### src/rtl/glay_kernel_setup_response.sv
// Collects NUM_SETUP_CACHELINE setup cachelines, which may arrive in any order, and presents them as one payload.
// Optional watchdog on the collect phase: define GLAY_SETUP_RSP_TIMEOUT_EN.
module glay_kernel_setup_response #(
   parameter int NUM_SETUP_CACHELINE = 2,
   parameter int CACHELINE_WIDTH     = 512,
   parameter int ADDR_WIDTH          = 64,
   parameter int TIMEOUT_CYCLES      = 4096
) (
   input  logic                                           ap_clk,
   input  logic                                           areset,
   input  logic                                           setup_start,
   input  logic [ADDR_WIDTH-1:0]                          setup_base_addr,
   input  logic                                           rsp_in_valid,
   input  logic [ADDR_WIDTH-1:0]                          rsp_in_addr,
   input  logic [CACHELINE_WIDTH-1:0]                     rsp_in_data,
   output logic                                           rsp_in_ready,
   output logic                                           setup_busy,
   output logic                                           setup_valid,
   output logic [NUM_SETUP_CACHELINE*CACHELINE_WIDTH-1:0] setup_payload,
   output logic                                           setup_error
);

   localparam int LINE_SHIFT = $clog2(CACHELINE_WIDTH / 8);
   localparam int IDX_W      = (NUM_SETUP_CACHELINE > 1) ? $clog2(NUM_SETUP_CACHELINE) : 1;
   localparam int CNT_W      = $clog2(NUM_SETUP_CACHELINE + 1);
   localparam logic [NUM_SETUP_CACHELINE-1:0] MASK_ONE = 1;

   if (NUM_SETUP_CACHELINE < 1 || NUM_SETUP_CACHELINE > 8) begin : g_bad_num
      $error("NUM_SETUP_CACHELINE must be in 1..8");
   end
   if (TIMEOUT_CYCLES < 1) begin : g_bad_timeout
      $error("TIMEOUT_CYCLES must be positive");
   end

   typedef enum logic [2:0] {
      ST_RESET,
      ST_IDLE,
      ST_COLLECT,
      ST_STORE,
      ST_DONE
   } state_t;

   state_t                         state;
   state_t                         next_state;
   logic                           reset_q;
   logic [ADDR_WIDTH-1:0]          base_addr;
   logic [NUM_SETUP_CACHELINE-1:0] line_mask;
   logic [CNT_W-1:0]               line_count;
   logic                           rsp_valid_q;
   logic [ADDR_WIDTH-1:0]          rsp_addr_q;
   logic [CACHELINE_WIDTH-1:0]     rsp_data_q;

   logic                           rsp_fire;
   logic                           timeout_hit;
   logic [ADDR_WIDTH-1:0]          cur_offset;
   logic [ADDR_WIDTH-1:0]          cur_line;
   logic [IDX_W-1:0]               cur_idx;
   logic                           cur_good;
   logic                           cur_completes;
   logic [ADDR_WIDTH-1:0]          q_offset;
   logic [ADDR_WIDTH-1:0]          q_line;
   logic [IDX_W-1:0]               q_idx;
   logic                           q_good;
   logic                           q_bad;
   logic [NUM_SETUP_CACHELINE-1:0] pend_mask;
   logic [CNT_W-1:0]               pend_count;

   always_ff @(posedge ap_clk) begin
      reset_q <= areset;
   end

   always_ff @(posedge ap_clk) begin
      if (reset_q) state <= ST_RESET;
      else         state <= next_state;
   end

   always_comb begin
      next_state   = state;
      rsp_in_ready = 1'b0;
      setup_busy   = 1'b0;
      setup_valid  = 1'b0;
      unique case (state)
         ST_RESET: next_state = ST_IDLE;
         ST_IDLE: begin
            if (setup_start) next_state = ST_COLLECT;
         end
         ST_COLLECT: begin
            rsp_in_ready = 1'b1;
            setup_busy   = 1'b1;
            if (cur_completes)    next_state = ST_STORE;
            else if (timeout_hit) next_state = ST_DONE;
         end
         ST_STORE: begin
            setup_busy = 1'b1;
            next_state = ST_DONE;
         end
         ST_DONE: begin
            setup_valid = 1'b1;
            next_state  = ST_IDLE;
         end
         default: next_state = ST_RESET;
      endcase
   end

   // The registered response is checked against the mask; the live response is checked against the mask
   // as it will be once the registered one lands, so completion is known at the handshake itself.
   always_comb begin
      rsp_fire   = rsp_in_valid & rsp_in_ready;

      q_offset   = rsp_addr_q - base_addr;
      q_line     = q_offset >> LINE_SHIFT;
      q_idx      = q_line[IDX_W-1:0];
      q_good     = rsp_valid_q && (q_offset[LINE_SHIFT-1:0] == '0)
                   && (q_line < ADDR_WIDTH'(NUM_SETUP_CACHELINE)) && !line_mask[q_idx];
      q_bad      = rsp_valid_q && !q_good;
      pend_mask  = line_mask | (q_good ? (MASK_ONE << q_idx) : '0);
      pend_count = line_count + CNT_W'(q_good);

      cur_offset = rsp_in_addr - base_addr;
      cur_line   = cur_offset >> LINE_SHIFT;
      cur_idx    = cur_line[IDX_W-1:0];
      cur_good   = rsp_fire && (cur_offset[LINE_SHIFT-1:0] == '0)
                   && (cur_line < ADDR_WIDTH'(NUM_SETUP_CACHELINE)) && !pend_mask[cur_idx];
      cur_completes = cur_good && (pend_count == CNT_W'(NUM_SETUP_CACHELINE - 1));
   end

`ifdef GLAY_SETUP_RSP_TIMEOUT_EN
   localparam int TO_W = $clog2(TIMEOUT_CYCLES + 1);
   logic [TO_W-1:0] timeout_cnt;

   always_ff @(posedge ap_clk) begin
      if (reset_q || state != ST_COLLECT || rsp_fire)  timeout_cnt <= '0;
      else if (timeout_cnt != TO_W'(TIMEOUT_CYCLES))   timeout_cnt <= timeout_cnt + TO_W'(1);
   end

   assign timeout_hit = (state == ST_COLLECT) && !rsp_fire && (timeout_cnt == TO_W'(TIMEOUT_CYCLES));
`else
   assign timeout_hit = 1'b0;
`endif

   always_ff @(posedge ap_clk) begin
      if (reset_q) begin
         base_addr     <= '0;
         line_mask     <= '0;
         line_count    <= '0;
         rsp_valid_q   <= 1'b0;
         rsp_addr_q    <= '0;
         rsp_data_q    <= '0;
         setup_payload <= '0;
         setup_error   <= 1'b0;
      end else begin
         rsp_valid_q <= rsp_fire;
         if (rsp_fire) begin
            rsp_addr_q <= rsp_in_addr;
            rsp_data_q <= rsp_in_data;
         end
         if (state == ST_IDLE && setup_start) begin
            base_addr     <= setup_base_addr;
            line_mask     <= '0;
            line_count    <= '0;
            setup_payload <= '0;
            setup_error   <= 1'b0;
         end else begin
            if (q_good) begin
               setup_payload[q_idx*CACHELINE_WIDTH +: CACHELINE_WIDTH] <= rsp_data_q;
               line_mask[q_idx] <= 1'b1;
               line_count       <= line_count + CNT_W'(1);
            end
            if (q_bad || timeout_hit) setup_error <= 1'b1;
         end
      end
   end

endmodule

### config.mk
export PLATFORM = sky130hd
export DESIGN_NAME = glay_kernel_setup_response
export DESIGN_NICKNAME = d
export VERILOG_FILES = /design/src/rtl/glay_kernel_setup_response.sv
export SDC_FILE = /design/constraint.sdc
export NUM_CORES = 2
export LEC_CHECK = 0
export ABC_AREA = 1
export CORE_AREA = 2 2 647 649
export DETAILED_ROUTE_END_ITERATION = 12
export DIE_AREA = 0 0 649 651
export GPL_ROUTABILITY_DRIVEN = 0
export GPL_TIMING_DRIVEN = 1
export PLACE_DENSITY_LB_ADDON = 0.1
export SYNTH_ARGS = -nofsm -noshare
export SYNTH_HDL_FRONTEND = slang
export SYNTH_SLANG_ARGS = --single-unit
export TNS_END_PERCENT = 50
### constraint.sdc
create_clock -name ap_clk -period 9.04 [get_ports ap_clk]
set_input_delay 2.26 -clock ap_clk [delete_from_list [all_inputs] [get_ports ap_clk]]
set_output_delay 2.26 -clock ap_clk [all_outputs]
set_load 0.03 [all_outputs]
==> impl_metrics.csv <==
group,metric,value,unit
drt,drc_errors,0,
setup_path,critPathLaunchType,"flop",
clock_network,insertion_delay,0.96,ns
floorplan,rows,237,
layout,syn2layout_area_growth,39.3,%
placement,dp_hpwl,324000,um
drt,wl_per_cell,25.3,um
timing,slew-limit-headroom,0.160,
timing,tightestPinTransition,1.25,ns
drt,dr.pass1.iters,6,
clock_network,clockBufferDepth,4,
status,outcome,"finished, final reports clean",
drt,wirelength,426000,um
yosys,synth_common_cells,"dfxtp_1, inv_1, nand2_1",
yosys,synth.top_cell.area_share,0.452,
floorplan,start_util,0.178,
drt,m1WireLength,178000,um
yosys,yosysMostFrequentCell,"dfxtp_1",
floorplan,fp.dieArea,422000,um2
yosys,syn_area,74100,um2
floorplan,chipWidth,649,um
timing,maxSlewViolCount,0,
floorplan,fp.dieH,651,um
yosys,yosysTopAreaCell,"dfxtp_1",
setup_path,r2r_slack,2.72,ns
timing,setup_viol_count_final,0,
global_routing,grt_overflow,0,
yosys,ys_types,45,
global_routing,grt_pass1_vias,68900,
yosys,yosys_warnings,0,
global_routing,track_usage,0.192,
clock_network,clkTransAtPathRegs,0.06,ns
drt,avgViaCountPerCell,4.28,
setup_path,end_kind,"flop",
setup_path,cp_max_fo,165,
clock_network,cts_sinks,1674,
power_and_ir_drop,ir_drop,160,uV
clock_network,cts_tree,"built",
power_and_ir_drop,leakagePower,38.8,nW
yosys,postSynthRegisterBits,1674,
clock_network,htreeDepth,4,
clock_network,cts-root-buf,"clkbuf_16",
drt,num_vias,72200,
timing,final.period_utilization,0.700,
yosys,syn_avg_cell_area,7.57,um2
job,drv_cap,0,
placement,numPortBuffers,1671,
clock_network,cts_hold_buffers,0,
drt,top_layer_used,"met5",
worst_hold_path,min_path_type,"reg -> reg",
global_routing,grt_max_degree,176,
yosys,ys_seq_area_frac,0.452,
yosys,synth_cells,9799,
yosys,synth_edf_count,0,
yosys,synthArstFlopShare,0,
global_routing,grt_pass1_wl,582000,um
timing,min_period,6.32,ns
setup_path,crit_type,"reg -> reg",
power_and_ir_drop,finalPower,19.5,mW
power_and_ir_drop,power_density,189,nW/um2
timing,finalHoldViolCount,0,
clock_network,post_cts_buffers,0,
drt,wl_met3,25000,um
drt,first_iter_violations,5268,
layout,layout-drive-gt1-share,0.0746,
yosys,synth_ff_type,"dfxtp_1",
drt,ant_nets,0,
timing,rsz0062_at_grt,"no",
floorplan,core,415000,um2
yosys,synthesis.nets,10600,
placement,placed_cells,16400,
timing,setup_tns,0,ns
drt,met2_length,209000,um
setup_path,required,9.82,ns
clock_network,cts_repair_resize_count,0,
clock_network,cts-buffers-inserted,217,
setup_path,worstPathArrival,7.10,ns
timing,fin_skew,0.0998,ns
layout,final_cells,16900,
floorplan,ios,1672,
global_routing,antenna_found_initial,155,
layout,nets,11900,
timing,max_freq,158,MHz
yosys,synthTopCellsByArea,"dfxtp_1, inv_1, nand2_1",
[worst max-delay path, stage by stage, from the launching register on]
cell and delay, ns:
dfxtp_1 0.37, ha_1 0.19, inv_1 0.08, fa_1 0.42, nand3_2 0.14, nand3_1 0.15, nand2_1 0.11, nand2_1 0.12
nand2_1 0.15, nand3_1 0.24, nand2_1 0.20, o21ai_1 0.11, nor2_1 0.18, nand2_1 0.12, nor2_1 0.10, nand2_1 0.05
nor2_1 0.08, nand2_1 0.12, nor2_2 0.52, nand3_4 0.90, buf_12 0.60, buf_4 0.58, nor2_1 0.36, a211oi_1 0.08
[report_power, final]
group	internal (mW)	switching, mW	total [mW]	leakage (nW)
sequential	7.51	0.112	7.62	13.5
clock	5.20	3.73	8.93	3.53
combinational	0.874	2.07	2.94	21.7
[worst paths after layout]
check                                    end                            start  depth (start not counted)
min          setup_payload[675]$_SDFFE_PP0P_  setup_payload[675]$_SDFFE_PP0P_                          2
max           setup_payload[55]$_SDFFE_PP0P_        base_addr[0]$_SDFFE_PP0P_                         23
max reg2reg   setup_payload[55]$_SDFFE_PP0P_        base_addr[0]$_SDFFE_PP0P_                         23
min reg2reg  setup_payload[675]$_SDFFE_PP0P_  setup_payload[675]$_SDFFE_PP0P_                          2
[cells by family (layout without fill, tap and decap cells)]
group                    count (synthesis)  count (layout)  synth area share
AO/OA/AOI/OAI                         1977            1977             0.197
XOR/XNOR                                28              28           0.00331
adder cells (fa/ha/maj)                128             128            0.0217
buffers and inverters                 2246            3772             0.120
flip-flops                            1674            1674             0.452
other                                    0              59                 0
AND/OR/NAND/NOR                       3746            3746             0.207
[per-layer routing]
layer / track usage / up-vias
li1: - / 34600
met1: 0.232 / 34700
met2: 0.337 / 2319
met3: 0.0421 / 615
met4: 0.0610 / 20
met5: 0 / -
[cell type report]
cell class	instances	area, um2
Antenna cell	59	148
Clock buffer	329	6460
Clock inverter	62	727
Fill cell	45600	312000
Inverter	1629	6120
Multi-Input combinational cell	5879	31800
Sequential cell	1674	33500
Tap cell	5497	6880
Timing Repair Buffer	1752	17600
[cell usage in the layout, fill, tap and decap left out, drive strengths merged, types with 2 or more instances in the layout]
cell type      netlist  final
o21bai              15     15
a221oi               2      2
clkinv               0     41
nand3b              22     22
bufinv               0     10
nor3b                4      4
a211oi            1025   1025
buf                139     82
clkbuf             478    329
a31oi                6      6
xor2                22     22
nor4                 6      6
o21ai              129    129
dfxtp             1674   1674
o22ai                2      2
a21o                 6      6
ha                 127    127
clkdlybuf4s50        0   1670
inv               1629   1633
or2                  2      2
diode                0     59
nand4               52     52
o21a                 4      4
and3                 6      6
a21oi              779    779
clkinvlp             0      7
nand3              720    720
o211ai               4      4
xnor2                6      6
nor2              1316   1316
nor3                35     35
nand2             1581   1581
[stage by stage]
step / utilization / cell area (um2) / hold WS, ns / setup WS, ns
2_1_floorplan: - / 74100 / 0.433 / 4.80
3_3_place_gp: 0.231 / 95900 / 0.442 / 2.15
3_5_place_dp: 0.231 / 95900 / 0.442 / 2.13
4_1_cts: 0.248 / 103000 / 0.456 / 2.76
5_1_grt: 0.248 / 103000 / 0.468 / 2.37
6_report: 0.249 / 103000 / 0.455 / 2.72
[state kept, by name (all words and copies together), names as in the netlist]
name	count
setup_payload	1024
rsp_data_q	512
base_addr	64
rsp_addr_q	64
state	3
line_count	2
line_mask	2
reset_q	1
rsp_valid_q	1
setup_error	1
(Power assumes the default switching activity.)
